[src/rtl/fetch_pkg.sv]
// fetch_pkg: shared types and constants for the fetch-stage controller.
// Holds the fetch FSM state type, the bubble instruction and the PC step.
package fetch_pkg;

    // ISSUE: request in flight this cycle; WAIT: awaiting response;
    // HOLD: response parked in the skid buffer; DRAIN: discard a stale response.
    typedef enum logic [1:0] {
        ISSUE = 2'd0,
        WAIT  = 2'd1,
        HOLD  = 2'd2,
        DRAIN = 2'd3
    } fetch_state_t;

    localparam logic [15:0] NOP_INSTR   = 16'h0000;
    localparam int          PC_INC      = 2;
    localparam int          INSTR_W_DEF = 16;

endpackage

[src/rtl/fetch_skid_buf.sv]
// fetch_skid_buf: one-entry buffer that parks an instruction returned by
// memory while the decode stage is stalled. Clear wins over load.
module fetch_skid_buf
    import fetch_pkg::*;
#(
    parameter int W = INSTR_W_DEF
) (
    input  logic         clk,
    input  logic         rst_n,
    input  logic         load_i,
    input  logic         clear_i,
    input  logic [W-1:0] data_i,
    output logic [W-1:0] data_o,
    output logic         valid_o
);

    logic [W-1:0] data_q;
    logic         valid_q;

    // Capture the parked instruction and track whether it is still live.
    // NOTE: sequential state uses non-blocking (<=) so every flop samples pre-edge values.
    // NOTE: the data word is reset as well; it is a single entry, so a known value costs nothing.
    always_ff @(posedge clk or negedge rst_n) begin
        if (!rst_n) begin
            valid_q <= 1'b0;
            data_q  <= '0;
        end else if (clear_i) begin
            valid_q <= 1'b0;
        end else if (load_i) begin
            valid_q <= 1'b1;
            data_q  <= data_i;
        end
    end

    assign data_o  = data_q;
    assign valid_o = valid_q;

endmodule

[src/rtl/fetch_ctrl.sv]
// fetch_ctrl: fetch-stage sequencer for the 16-bit pipelined core.
// Owns PCF, keeps at most one instruction-memory request outstanding and
// loads the F/D register. Execute redirects (PCSrcE) beat everything else.
// Optional: define FETCH_CTRL_PERF_EN to add PerfFetchCnt/PerfStallCnt.
module fetch_ctrl
    import fetch_pkg::*;
#(
    parameter int              PC_W     = 16,
    parameter int              INSTR_W  = 16,
    parameter logic [PC_W-1:0] RESET_PC = '0
) (
    input  logic               clk,
    input  logic               rst,
    input  logic               StallF,
    input  logic               FlushD,
    input  logic               PCSrcE,
    input  logic [PC_W-1:0]    PCTargetE,
    output logic               imem_req,
    output logic [PC_W-1:0]    imem_addr,
    input  logic               imem_rvalid,
    input  logic [INSTR_W-1:0] imem_rdata,
    output logic [PC_W-1:0]    PCF,
    output logic [INSTR_W-1:0] InstrD,
    output logic [PC_W-1:0]    PCD,
    output logic [PC_W-1:0]    PCPlus2D,
`ifdef FETCH_CTRL_PERF_EN
    output logic [31:0]        PerfFetchCnt,
    output logic [31:0]        PerfStallCnt,
`endif
    output logic               ValidD
);

    fetch_state_t       state_q;
    logic [PC_W-1:0]    pcf_q;
    logic [INSTR_W-1:0] instr_q;
    logic [PC_W-1:0]    pcd_q;
    logic [PC_W-1:0]    pcp2_q;
    logic               valid_q;

    logic [PC_W-1:0]    pc_tgt;
    logic [PC_W-1:0]    pc_inc;
    logic               rsp_take;
    logic               buf_take;
    logic               fd_load;
    logic               fd_kill;
    logic               skid_load;
    logic               skid_clear;
    logic               skid_valid;
    logic [INSTR_W-1:0] skid_data;
    logic [INSTR_W-1:0] fd_instr;

    // Decode which edge actions this cycle performs from state and hazard inputs.
    // NOTE: every signal gets a default before the case so no latch is inferred.
    always_comb begin
        rsp_take   = 1'b0;
        buf_take   = 1'b0;
        skid_load  = 1'b0;
        skid_clear = 1'b0;
        pc_tgt     = PCTargetE & ~PC_W'(1);
        pc_inc     = pcf_q + PC_W'(PC_INC);
        unique case (state_q)
            WAIT: begin
                rsp_take  = imem_rvalid && !PCSrcE && !StallF;
                skid_load = imem_rvalid && !PCSrcE && StallF;
            end
            HOLD: begin
                buf_take   = skid_valid && !PCSrcE && !StallF;
                skid_clear = PCSrcE || !StallF;
            end
            default: ;
        endcase
        fd_load  = rsp_take || buf_take;
        fd_kill  = FlushD || PCSrcE;
        fd_instr = buf_take ? skid_data : imem_rdata;
    end

    fetch_skid_buf #(
        .W(INSTR_W)
    ) u_skid (
        .clk    (clk),
        .rst_n  (rst),
        .load_i (skid_load),
        .clear_i(skid_clear),
        .data_i (imem_rdata),
        .data_o (skid_data),
        .valid_o(skid_valid)
    );

    // Fetch FSM: sequences requests and owns PCF; a redirect always retargets PCF.
    always_ff @(posedge clk or negedge rst) begin
        if (!rst) begin
            state_q <= ISSUE;
            pcf_q   <= RESET_PC;
        end else begin
            unique case (state_q)
                ISSUE: begin
                    state_q <= WAIT;
                    if (PCSrcE) begin
                        pcf_q   <= pc_tgt;
                        state_q <= DRAIN;
                    end
                end
                WAIT: begin
                    if (imem_rvalid) begin
                        state_q <= ISSUE;
                        if (PCSrcE) begin
                            pcf_q <= pc_tgt;
                        end else if (!StallF) begin
                            pcf_q <= pc_inc;
                        end else begin
                            state_q <= HOLD;
                        end
                    end else if (PCSrcE) begin
                        pcf_q   <= pc_tgt;
                        state_q <= DRAIN;
                    end
                end
                HOLD: begin
                    if (PCSrcE) begin
                        pcf_q   <= pc_tgt;
                        state_q <= ISSUE;
                    end else if (!StallF) begin
                        pcf_q   <= pc_inc;
                        state_q <= ISSUE;
                    end
                end
                DRAIN: begin
                    if (PCSrcE) begin
                        pcf_q <= pc_tgt;
                    end
                    if (imem_rvalid) begin
                        state_q <= ISSUE;
                    end
                end
                default: state_q <= ISSUE;
            endcase
        end
    end

    // F/D register: kill beats stall, stall beats load, otherwise insert a bubble.
    always_ff @(posedge clk or negedge rst) begin
        if (!rst) begin
            instr_q <= INSTR_W'(NOP_INSTR);
            pcd_q   <= '0;
            pcp2_q  <= '0;
            valid_q <= 1'b0;
        end else if (fd_kill) begin
            instr_q <= INSTR_W'(NOP_INSTR);
            valid_q <= 1'b0;
        end else if (!StallF) begin
            if (fd_load) begin
                instr_q <= fd_instr;
                pcd_q   <= pcf_q;
                pcp2_q  <= pc_inc;
                valid_q <= 1'b1;
            end else begin
                valid_q <= 1'b0;
            end
        end
    end

`ifdef FETCH_CTRL_PERF_EN
    logic [31:0] fetch_cnt_q;
    logic [31:0] stall_cnt_q;

    // Count real instructions entering decode and cycles the hazard unit stalls fetch.
    always_ff @(posedge clk or negedge rst) begin
        if (!rst) begin
            fetch_cnt_q <= '0;
            stall_cnt_q <= '0;
        end else begin
            if (fd_load && !fd_kill) begin
                fetch_cnt_q <= fetch_cnt_q + 32'd1;
            end
            if (StallF) begin
                stall_cnt_q <= stall_cnt_q + 32'd1;
            end
        end
    end

    assign PerfFetchCnt = fetch_cnt_q;
    assign PerfStallCnt = stall_cnt_q;
`else
    // Default build carries no performance counters.
`endif

    // Requests are suppressed while reset is held even though the state reads ISSUE.
    assign imem_req  = rst && (state_q == ISSUE);
    assign imem_addr = pcf_q;
    assign PCF       = pcf_q;
    assign InstrD    = instr_q;
    assign PCD       = pcd_q;
    assign PCPlus2D  = pcp2_q;
    assign ValidD    = valid_q;

endmodule

[config.mk]
export PLATFORM = sky130hd
export DESIGN_NAME = fetch_ctrl
export DESIGN_NICKNAME = d
export VERILOG_FILES = /design/src/rtl/fetch_pkg.sv /design/src/rtl/fetch_skid_buf.sv /design/src/rtl/fetch_ctrl.sv
export SDC_FILE = /design/constraint.sdc
export NUM_CORES = 1
export LEC_CHECK = 0
export ABC_CLOCK_PERIOD_IN_PS = 6000
export BUFFER_PORTS_ARGS = -buffer_cell sky130_fd_sc_hd__buf_2
export CORE_UTILIZATION = 30
export DETAILED_ROUTE_END_ITERATION = 7
export RECOVER_POWER = 100
export SETUP_SLACK_MARGIN = 0.4
export SLEW_MARGIN = 15
export SYNTH_ARGS = -nofsm -noshare
export SYNTH_HDL_FRONTEND = slang
export SYNTH_HIERARCHICAL = 1
export SYNTH_SLANG_ARGS = --single-unit
[constraint.sdc]
create_clock -name clk -period 6 [get_ports clk]
set_clock_uncertainty 0.2 [all_clocks]
set_input_delay 0 -clock clk [delete_from_list [all_inputs] [get_ports clk]]
set_output_delay 0 -clock clk [all_outputs]
set_load 0.01 [all_outputs]
# [Yosys cells after proc, flatten, opt, wreduce, memory -nomap -nowiden]
# Cells that the tools add are included.
[totals] elab_cells=65 input_bits=38 register_bits=84 out_inout_bits=82
[classes] add_sub_neg=1 n_mux=27 n_eq_ne=7 n_bitwise=3 n_reduce_logical=19
[op_table] cell="16-bit two-way mux" n=8
[op_table] cell="16-bit case mux with 3 select lines" n=1
[op_table] cell="16-bit by 2-bit adder with 16-bit output, second input constant" n=1
[op_table] cell="2-bit two-way mux" n=8
[op_table] cell="1-bit two-way mux" n=9
[op_table] cell="2-bit case mux with 4 select lines" n=1
[op_table] cell="1-bit logical AND" n=6
[op_table] cell="3-bit inequality test, second input constant" n=2
[op_table] cell="3-bit AND reduction" n=2
[op_table] cell="2-bit equality test, second input constant" n=2
[op_table] cell="2-bit AND reduction" n=2
[op_table] cell="2-bit nonzero test" n=2
[op_table] cell="1-bit logical OR" n=3
[op_table] cell="1-bit NOT" n=3
[op_table] cell="2-bit by 1-bit equality test with 1-bit output, second input constant" n=1
[op_table] cell="1-bit logical NOT" n=2
[op_table] cell="2-bit logical NOT" n=1
[op_table] cell="2-bit by 1-bit inequality test with 1-bit output, second input constant" n=1
[op_table] cell="2-bit inequality test, second input constant" n=1
[op_table] cell="2-bit OR reduction" n=1

# [Longest topological paths before layout]
# Gate-level depths: netlist of run 1.
[logic_depth] word_depth=8 mapped_depth=10 depth_no_buf=7

# [Modules after synthesis]
# Netlist of run 1, hierarchy kept.
[modules_own_cells] mod="fetch_ctrl" seq_area_each_um2=1651.6 cells_each=335 n_inst=1 area_per_inst_um2=3439.5
[modules_own_cells] mod="fetch_skid_buf" seq_area_each_um2=425.4 cells_each=38 n_inst=1 area_per_inst_um2=695.7

# [Worst setup path after synthesis of run 1]
# No wires, ideal clock.
[synth_timing] kind="reg-to-reg" from="register state_q[0]" to="register pcd_q[10], in the netlist PCD[10]" n_path_buf=2 required_time_ns=5.675 t_arrival_ns=1.757 setup_ns=0.125 period_less_slack_ns=2.082 path_stages_with_launch=9 path_slack_ns=3.918 cell_sequence="dfrtp_1 -> inv_1 -> ha_1 -> nand2_2 -> a211oi_2 -> nand2b_1 -> buf_6 -> buf_6 -> mux2_4"
[synth_via] elab_chain_len=4 word_cells_on_any_way=6 classes_between="eq/ne (2); mux (2); reduce/logical (2)"
[synth_lines] element="start, declared" line_no="fetch_ctrl.sv:33" rtl="fetch_state_t state_q;"
[synth_lines] element="start signal, assigned" line_no="fetch_ctrl.sv:92" rtl="state_q <= ISSUE;"
[synth_lines] element="start signal, assigned" line_no="fetch_ctrl.sv:97" rtl="state_q <= WAIT;"
[synth_lines] element="start signal, assigned" line_no="fetch_ctrl.sv:100" rtl="state_q <= DRAIN;"
[synth_lines] element="2-bit by 1-bit equality test with 1-bit output / 2-bit equality test (equally long branches)" line_no="fetch_ctrl.sv:61" rtl="unique case (state_q)"
[synth_lines] element="1-bit two-way mux" line_no="fetch_ctrl.sv:61"
[synth_lines] element="1-bit logical OR *" line_no="fetch_ctrl.sv:72" rtl="fd_load = rsp_take || buf_take;"
[synth_lines] element="3-bit AND reduction (no source line) *"
[synth_lines] element="end signal, assigned" line_no="fetch_ctrl.sv:153" rtl="pcd_q <= pcf_q;"
[synth_lines] element="end, declared" line_no="fetch_ctrl.sv:36" rtl="logic [PC_W-1:0] pcd_q;"
# Mark *: on every way between the ends. The rest lies on a longest branch, timed or not.
# A chain may end at the register's enable or synchronous reset.

# [Worst setup path in the final report of run 1]
[layout_timing] from="input port PCSrcE" to="register instr_q[10], in the netlist InstrD[10]"
[layout_via] elab_chain_len=8 word_cells_on_any_way=16 classes_between="eq/ne (1); mux (6); reduce/logical (9)"
[layout_lines] element="start, declared" line_no="fetch_ctrl.sv:16" rtl="input logic PCSrcE,"
[layout_lines] element="1-bit logical NOT" line_no="fetch_ctrl.sv:63, fetch_ctrl.sv:67"
[layout_lines] element="1-bit logical AND (2 in a row)" line_no="fetch_ctrl.sv:67" rtl="buf_take = skid_valid && !PCSrcE && !StallF;"
[layout_lines] element="1-bit two-way mux" line_no="fetch_ctrl.sv:61"
[layout_lines] element="16-bit two-way mux" line_no="fetch_ctrl.sv:74" rtl="fd_instr = buf_take ? skid_data : imem_rdata;"
[layout_lines] element="16-bit two-way mux" line_no="fetch_ctrl.sv:151" rtl="if (fd_load) begin"
[layout_lines] element="16-bit two-way mux" line_no="fetch_ctrl.sv:150" rtl="end else if (!StallF) begin"
[layout_lines] element="16-bit two-way mux" line_no="fetch_ctrl.sv:147" rtl="end else if (fd_kill) begin"
[layout_lines] element="end signal, assigned" line_no="fetch_ctrl.sv:143" rtl="instr_q <= INSTR_W'(NOP_INSTR);"
[layout_lines] element="end signal, assigned" line_no="fetch_ctrl.sv:148" rtl="instr_q <= INSTR_W'(NOP_INSTR);"
[layout_lines] element="end signal, assigned" line_no="fetch_ctrl.sv:152" rtl="instr_q <= fd_instr;"
[layout_lines] element="end, declared" line_no="fetch_ctrl.sv:35" rtl="logic [INSTR_W-1:0] instr_q;"
# Several ways; a longest one is shown, not always the timed one. The select of a mux whose other input is x is not followed.

==> results of run 1 <==
==> where the power goes <==
part | switching (mW) | internal [mW]
sequential | 0.196 | 0.758
clock | 0.220 | 0.385
combinational | 0.432 | 0.324
==> state kept, by name, indices dropped and copies added, names as in the netlist <==
register        flops
u_skid/valid_o      1
PCPlus2D           15
state_q             2
PCD                16
u_skid/data_o      16
ValidD              1
InstrD             16
PCF                16
==> path summary, 6_finish.rpt <==
| kind | end | slack [ns] | startpoint |
|---|---|---|---|
| min in group asynchronous | PCD[9] | 0.71 | rst |
| worst min-delay path | PCF[1] | 0.02 | StallF |
| worst max-delay path | InstrD[10] | 2.50 | PCSrcE |
| worst max register to register | u_skid/data_o[8] | 2.85 | state_q[1] |
| worst min register to register | InstrD[11] | 0.28 | InstrD[11] |
| max in group asynchronous | InstrD[12] | 3.31 | rst |
==> Yosys cell counts (all sizes together) (2+ instances only) <==
cell type	instances	area, um^2
xor2	5	43.79
ha	6	75.07
a32oi	2	17.52
inv	5	18.77
nand3	8	40.04
and3	3	18.77
mux2i	20	200.2
clkbuf	11	41.29
nor2b	3	26.27
mux2	33	461.7
and2	6	37.54
xnor2	8	70.07
o21ai	39	195.2
a31oi	7	43.79
nand2b	2	12.51
buf	30	240.2
dfrtp	83	2077
nor3	7	51.30
a21oi	11	55.05
nand4	2	12.51
nand2	47	178.9
nor2	16	60.06
o22ai	6	37.54
==> worst reg2reg max path, cell delays in order (launching register included) <==
cell	delay (ns)
dfrtp_1	0.40
inv_1	0.11
ha_1	0.35
nand2_1	0.12
nor2_1	0.15
nor2b_1	1.26
mux2_2	0.45
==> final cells by class <==
type | instances | area, um^2 | area share [%]
Inverter | 5 | 18.77 | 0.3613
Timing Repair Buffer | 159 | 892.1 | 17.17
Tap cell | 176 | 220.2 | 4.239
Clock inverter | 5 | 75.07 | 1.445
Sequential cell | 83 | 2077 | 39.98
Multi-Input combinational cell | 244 | 1659 | 31.94
Clock buffer | 11 | 252.7 | 4.865
==> timing repair <==
item	CTS	global route
endpoints found under the hold margin	92	0
gates resized for setup	0	0
hold buffers	39	0
==> layer usage <==
metal	wire length, um	vias up
li1	-	1541
met1	4940	1569
met2	4970	78
met3	409	17
met4	174	2
met5	10	-
==> per-stage QoR <==
step	util [%]	instance area (um^2)	hold WS [ns]
floorplan	-	4135	-0.4956
global route	38.92	5195	0.06447
finish	38.92	5195	0.02171
CTS	40.51	5408	0.009132
detailed placement	35.13	4690	-0.1755
global placement	35.13	4690	-0.1830
==> cells by family (layout without fill, tap and decap cells) <==
family          Yosys count  after routing
buf+inv                  46            180
mux                      53             53
simple gates             99             99
flops                    83             83
xor+xnor                 13             13
fa+ha+maj                 6              6
compound gates           73             73
==> impl_metrics.json, run 1 <==
{
  "synth_area_per_cell_um2": 11.09,
  "clk_pin_slew_worst_paths_ns": 0.06,
  "wl_per_cell_um": 15.38,
  "synth-seq-cells": 83,
  "grt_use_met3_pct": 3.017,
  "reg2reg_depth": 6,
  "fillers": 1396,
  "fin_crit_ns": 3.499,
  "cp.required_ns": 6.05,
  "grt_use_met1_pct": 20.76,
  "first_pass_iters": 4,
  "ctsLongestPathBuffers": 2,
  "period_share_pct": 58.32,
  "power_density_nw_per_um2": 445.7,
  "cts-root-buf": "clkbuf_16",
  "grtUsageMet2_pct": 24.67,
  "ios": 120,
  "coreArea_um2": 13350,
  "hpwl_mm": 6.891,
  "path_class": "primary input to register",
  "critPathTopFamily": "simple AND/OR/NAND/NOR gates",
  "status": "complete, but fails checks",
  "async_flop_share_pct": 100.0,
  "die_w_um": 119.4,
  "wl_mm": 10.50,
  "finalPower_mw": 2.315,
  "synth_edf_count": 0,
  "synth_fa_ha_area_share_pct": 1.815,
  "syn_area_um2": 4135,
  "synth-simple-area-share_pct": 11.71,
  "n_antenna_cell": 0,
  "cts_buffers": 9,
  "fin_tns_setup_ns": 0,
  "violations": "max-capacitance violations, max-slew violations",
  "worstPathCellList": "dlygate4sd3_1 -> clkbuf_1 -> a211oi_1 -> nor3_1 -> nand2_1 -> o21ai_0",
  "initial_core_util_pct": 30.98,
  "worst-slew-pin-transition_ns": 2.281,
  "layout_common_cells": "83 x dfrtp_1, 83 x clkbuf_1, 46 x nand2_1",
  "grt_antenna_before_repair": 1,
  "synth_flop_cell": "dfrtp_1",
  "fin_ws_ns": 2.501,
  "cp_max_fo": 28,
  "nNetsFinal": 546,
  "finalSetupViolations": 0,
  "globalplace.congestion": 0.7667,
  "cts_sinks": 83,
  "drive_gt1_share_pct": 14.99,
  "grtUsageTotal_pct": 15.51,
  "die_area_um2": 14260,
  "synth_nets": 417,
  "instances_no_fill": 683,
  "end_kind": "register",
  "synth_warnings": 6,
  "critPathMaxStageDelay_ns": 1.52,
  "hold_path_depth": 4,
  "max_cap_violations": 3,
  "worstPathArrival_ns": 3.55,
  "irDropWorstVdd_v": 0.0001534,
  "grt_pass1_vias": 3250,
  "cp_slowest_cell": "nor3_1",
  "synth_top_family_by_area": "multiplexers",
  "relSlewSlack_pct": -52.03,
  "grt_max_degree": 47,
  "vias": 3207,
  "startpoint_type": "primary input",
  "rsz0062_at_grt": "no",
  "insertion_delay_ns": 0.34,
  "die_h_um": 119.4,
  "p_leak_nw": 2.230,
  "synth-xor-area-share_pct": 2.753,
  "syn2layout_area_growth_pct": 25.63,
  "synthMuxAreaShare_pct": 16.01,
  "ys_types": 45,
  "htreeDepth": 3,
  "synth_compound_area_share_pct": 10.23,
  "grt_pass1_wl_mm": 17.22,
  "dp.cells": 628,
  "detail-route-antenna-nets": 0,
  "finalHoldViolations": 0,
  "max_freq_ghz": 0.2858,
  "port_buffers": 118,
  "rows": 42,
  "slew_violations": 76,
  "drt_iter0_drc": 131,
  "vias_per_cell": 4.695,
  "cts_setup_buffers": 0,
  "crit_buf_inv": 2,
  "preCtsSetupSlack_ns": 3.282,
  "syn_inst": 373,
  "drc": 0,
  "gr-total-overflow": 0,
  "grt_busiest_layer": "met2",
  "yosysSeqAreaShare_pct": 50.23,
  "hold_path.class": "primary input to register",
  "path_depth": 6,
  "cts_tree": "built"
}
Note: power is estimated with default switching activity, not from simulation.
==> run 2: changes to the inputs <==
--- a/config.mk
+++ b/config.mk
@@ -5,7 +5,7 @@
 export SDC_FILE = /design/constraint.sdc
 export NUM_CORES = 1
 export LEC_CHECK = 0
-export ABC_CLOCK_PERIOD_IN_PS = 6000
+export ABC_CLOCK_PERIOD_IN_PS = 3500
 export BUFFER_PORTS_ARGS = -buffer_cell sky130_fd_sc_hd__buf_2
 export CORE_UTILIZATION = 30
 export DETAILED_ROUTE_END_ITERATION = 7
==> constraint.sdc (replaced) <==
create_clock -name clk -period 3.5 [get_ports clk]
set_clock_uncertainty 0.2 [all_clocks]
set_input_delay 0 -clock clk [delete_from_list [all_inputs] [get_ports clk]]
set_output_delay 0 -clock clk [all_outputs]
set_load 0.01 [all_outputs]
==> impl_metrics.json, run 2 (same netlist as run 1, synthesis figures left out) <==
{
  "cts_sinks": 83,
  "globalplace.congestion": 0.7701,
  "r2r-end": "PCD[9]",
  "cp_max_fo": 46,
  "hpwl_mm": 7.015,
  "worstPathArrival_ns": 2.88,
  "p_leak_nw": 2.223,
  "preCtsSetupSlack_ns": 0.8209,
  "critPathMaxStageDelay_ns": 0.43,
  "reg2reg_depth": 7,
  "relSlewSlack_pct": 14.76,
  "coreArea_um2": 13350,
  "fin_ws_ns": 0.6305,
  "ios": 120,
  "vias": 3215,
  "die_h_um": 119.4,
  "gr-total-overflow": 0,
  "max_cap_violations": 0,
  "crit_buf_inv": 2,
  "instances_no_fill": 683,
  "cp_slowest_cell": "buf_4",
  "grt_pass1_wl_mm": 17.04,
  "power_density_nw_per_um2": 750.9,
  "end_kind": "register",
  "grt_max_degree": 52,
  "final_common_cell": "clkbuf_1",
  "irDropWorstVdd_v": 0.0002509,
  "r2r-start": "state_q[1]",
  "grtUsageMet2_pct": 25.15,
  "regToRegSetupSlack_ns": 0.63,
  "period_share_pct": 81.99,
  "vias_per_cell": 4.707,
  "grt_use_met3_pct": 3.209,
  "worst-slew-pin-transition_ns": 1.279,
  "fin_hold_ws_ns": 0.03077,
  "fin_crit_ns": 2.870,
  "rsz0062_at_grt": "no",
  "n_antenna_cell": 0,
  "wl_per_cell_um": 15.33,
  "worstPathCellList": "inv_1 -> ha_1 -> nand2_1 -> a211oi_2 -> nand2b_1 -> buf_4 -> mux2_1",
  "cts_tree": "built",
  "die_area_um2": 14260,
  "insertion_delay_ns": 0.33,
  "finalSetupViolations": 0,
  "startpoint_type": "register",
  "fillers": 1361,
  "initial_core_util_pct": 30.98,
  "clk_pin_slew_worst_paths_ns": 0.06,
  "grt_busiest_layer": "met2",
  "dp.cells": 630,
  "hold_path.class": "primary input to register",
  "drc": 0,
  "ctsLongestPathBuffers": 2,
  "hold_path_depth": 4,
  "nNetsFinal": 546,
  "drive_gt1_share_pct": 14.40,
  "hold_end": "PCF[1]",
  "cts_buffers": 9,
  "path_class": "register to register",
  "cts_resized": 0,
  "max_freq_ghz": 0.3485,
  "finalHoldViolations": 0,
  "drt_iter0_drc": 303,
  "syn2layout_area_growth_pct": 25.30,
  "cp.required_ns": 3.51,
  "port_buffers": 118,
  "detail-route-antenna-nets": 0,
  "cts-root-buf": "clkbuf_16",
  "postCtsHoldBufs": 37,
  "rows": 42,
  "slew_violations": 0,
  "cts_setup_buffers": 0,
  "critPathTopFamily": "simple AND/OR/NAND/NOR gates",
  "grt_use_met1_pct": 19.81,
  "fin_tns_setup_ns": 0,
  "wl_mm": 10.47,
  "grt_antenna_before_repair": 1,
  "grt_pass1_vias": 3261,
  "status": "finished, final reports clean",
  "die_w_um": 119.4,
  "first_pass_iters": 4,
  "hp-start": "StallF",
  "layout_common_cells": "85 x clkbuf_1, 83 x dfrtp_1, 46 x nand2_1",
  "htreeDepth": 3,
  "grtUsageTotal_pct": 15.38
}
run 2: changes by cell type in the layout (fill, tap and decap cells not counted), sizes merged:
cell,before,now
buf,37,38
bufinv,2,1
clkbuf,94,99
clkinv,3,0
dlygate4sd3,39,37
run 2: worst register-to-register path: stages, from the launching register on:
cell and delay [ns]:
dfrtp_1 0.41, inv_1 0.11, ha_1 0.35, nand2_1 0.14, a211oi_2 0.29, nand2b_1 0.42
buf_4 0.43, mux2_1 0.41
run 2: routing by layer:
| layer | vias up | wire length, um |
|---|---|---|
| li1 | 1532 | - |
| met1 | 1592 | 4605 |
| met2 | 75 | 5221 |
| met3 | 14 | 492 |
| met4 | 2 | 143 |
| met5 | - | 10 |
run 2: area by class of cell:
| type | count | area, um^2 | area share (%) |
|---|---|---|---|
| timing repair buffer | 159 | 885.9 | 17.10 |
| clock buffer | 15 | 277.8 | 5.361 |
| sequential | 83 | 2077 | 40.09 |
| clock inverter | 1 | 30.03 | 0.5796 |
| multi-input combinational | 244 | 1672 | 32.26 |
| tap | 176 | 220.2 | 4.250 |
| inverter | 5 | 18.77 | 0.3622 |
run 2: metrics by stage:
stage	util [%]	cell area (um^2)	power, mW
final	38.82	5181	3.891
after global routing	38.82	5181	4.148
after CTS	40.33	5383	4.130
after detailed placement	35.25	4705	3.096
after global placement	35.25	4705	3.050
after floorplan	-	4135	2.636
run 2: power by group:
| group | internal, mW | switching (mW) |
|---|---|---|
| combinational | 0.537 | 0.741 |
| sequential | 1.30 | 0.337 |
| clock | 0.613 | 0.363 |
| total | 2.45 | 1.44 |
run 2: worst max-delay path by stage:
stage | startpoint | cells after the start | slack (ns) | end
detailed placement | state_q[1] | 7 | 0.82 | PCD[15]
floorplan | state_q[0] | 8 | 1.42 | PCD[10]
CTS | state_q[1] | 7 | 0.80 | PCD[11]
finish | state_q[1] | 7 | 0.63 | PCD[9]
global route | state_q[1] | 7 | 0.41 | PCD[11]
global placement | state_q[1] | 7 | 0.86 | PCD[9]
==> run 3: changes to the inputs <==
--- a/config.mk
+++ b/config.mk
@@ -5,7 +5,7 @@
 export SDC_FILE = /design/constraint.sdc
 export NUM_CORES = 1
 export LEC_CHECK = 0
-export ABC_CLOCK_PERIOD_IN_PS = 3500
+export ABC_CLOCK_PERIOD_IN_PS = 2800
 export BUFFER_PORTS_ARGS = -buffer_cell sky130_fd_sc_hd__buf_2
 export CORE_UTILIZATION = 30
 export DETAILED_ROUTE_END_ITERATION = 7
==> constraint.sdc (replaced) <==
create_clock -name clk -period 2.8 [get_ports clk]
set_clock_uncertainty 0.2 [all_clocks]
set_input_delay 0 -clock clk [delete_from_list [all_inputs] [get_ports clk]]
set_output_delay 0 -clock clk [all_outputs]
set_load 0.01 [all_outputs]
==> impl_metrics.json, run 3 (same netlist as run 1, synthesis figures left out) <==
{
  "final_core_utilization_pct": 39.57,
  "finalHoldViolations": 0,
  "cts_tree": "built",
  "first_pass_iters": 4,
  "slew_violations": 35,
  "syn2layout_area_growth_pct": 27.72,
  "cts-root-buf": "clkbuf_16",
  "grt_antenna_before_repair": 0,
  "max_cap_violations": 1,
  "end_kind": "register",
  "grt_pass1_wl_mm": 16.93,
  "finalSetupViolations": 0,
  "irDropWorstVdd_v": 0.0003120,
  "cp.required_ns": 2.82,
  "ctsLongestPathBuffers": 2,
  "die_w_um": 119.4,
  "startpoint_type": "register",
  "p_sw_share_pct": 36.08,
  "max_freq_ghz": 0.4111,
  "grt_pass1_vias": 3241,
  "relSlewSlack_pct": -26.00,
  "dpl-instance-area_um2": 4727,
  "fin_hold_ws_ns": 0.04300,
  "detail-route-antenna-nets": 0,
  "wl_per_cell_um": 15.15,
  "insertion_delay_ns": 0.34,
  "wl_mm": 10.41,
  "die_area_um2": 14260,
  "grt_max_degree": 47,
  "fin_tns_setup_ns": 0,
  "power_density_nw_per_um2": 952.8,
  "dp.cells": 633,
  "drc": 0,
  "ios": 120,
  "vias_per_cell": 4.632,
  "die_h_um": 119.4,
  "rows": 42,
  "fillers": 1371,
  "worstPathArrival_ns": 2.45,
  "period_share_pct": 86.87,
  "violations": "max-capacitance violations, max-slew violations",
  "vias": 3182,
  "nNetsFinal": 550,
  "cp_max_fo": 46,
  "drive_gt1_share_pct": 15.46,
  "n_antenna_cell": 0,
  "drt_iter0_drc": 180,
  "final_common_cell": "clkbuf_1",
  "initial_core_util_pct": 30.98,
  "finalInstanceArea_um2": 5281,
  "fin_crit_ns": 2.432,
  "cts_setup_buffers": 0,
  "grtUsageTotal_pct": 15.26,
  "hold_path.class": "primary input to register",
  "layout_common_cells": "85 x clkbuf_1, 83 x dfrtp_1, 46 x nand2_1",
  "coreArea_um2": 13350,
  "clkPwrFrac_pct": 27.1,
  "worst-slew-pin-transition_ns": 1.890,
  "rsz0062_at_grt": "yes",
  "intPower_mw": 3.216,
  "status": "complete, but fails checks",
  "port_buffers": 118,
  "htreeDepth": 3,
  "globalplace.congestion": 0.7849,
  "cts_sinks": 83,
  "p_leak_nw": 2.257,
  "p_sw_mw": 1.815,
  "clk_pin_slew_worst_paths_ns": 0.06,
  "combPwrFrac_pct": 32.3,
  "instances_no_fill": 687,
  "seqPwrFrac_pct": 40.6,
  "gr-total-overflow": 0,
  "cts_buffers": 9,
  "path_class": "register to register",
  "hpwl_mm": 6.956
}
run 3: changes by cell type in the layout (fill, tap and decap cells not counted), sizes merged:
cell,before,now
buf,38,39
dlygate4sd3,37,38
bufinv,1,3
clkbuf,99,98
clkinvlp,0,1
run 3: area by class of cell:
cell class / count / area [um^2] / area share (%)
Clock inverter: 4 / 97.59 / 1.848
Timing Repair Buffer: 163 / 920.9 / 17.44
Tap cell: 176 / 220.2 / 4.170
Multi-Input combinational cell: 244 / 1700 / 32.20
Sequential cell: 83 / 2077 / 39.33
Inverter: 5 / 18.77 / 0.3554
Clock buffer: 12 / 246.5 / 4.667
run 3: worst max-delay path: stages (launching register included):
cell      delay (ns)
dfrtp_1         0.41
inv_1           0.13
ha_1            0.35
nand2_1         0.16
a211oi_4        0.37
nand2b_2        0.10
buf_6           0.22
mux2_1          0.35
run 3: repair_timing:
action | 4_1_cts | 5_1_grt
setup endpoints to repair | 17 | 46
hold buffers | 38 | 0
endpoints found under the hold margin | 134 | 0
pin swaps | 0 | 1
gates resized for setup | 2 | 6
run 3: layer usage:
layer  part of all wire [%]  GRT usage (%)
met3                    3.9          3.113
met5                      0              0
met1                     45          19.66
met4                    2.1          6.016
met2                     49          25.04
run 3: final timing paths:
path | startpoint | endpoint | slack, ns | cells after the start
worst max-delay path | state_q[1] | PCD[6] | 0.37 | 7
min in group asynchronous | rst | PCF[13] | 0.33 | 3
worst max register to register | state_q[1] | PCD[6] | 0.37 | 7
worst min-delay path | StallF | u_skid/valid_o | 0.04 | 5
max in group asynchronous | rst | PCF[0] | 0.63 | 3
worst min register to register | InstrD[13] | InstrD[13] | 0.28 | 2
run 3: metrics by stage:
step                power (mW)  worst slack (ns)
global route             5.361            0.2048
global placement         3.833            0.4425
floorplan                3.295            0.7178
detailed placement       3.887            0.3617
finish                   5.032            0.3676
CTS                      5.337            0.4010
run 3: power groups by stage:
| stage | Sequential (mW) | Clock, mW | Combinational [mW] |
|---|---|---|---|
| 5_1_grt | 2.11 | 1.44 | 1.81 |
| 2_1_floorplan | 2.08 | 0 | 1.21 |
| 4_1_cts | 2.05 | 1.40 | 1.89 |
| 3_3_place_gp | 2.03 | 0 | 1.80 |
| 3_5_place_dp | 2.06 | 0 | 1.83 |
| 6_report | 2.04 | 1.36 | 1.62 |
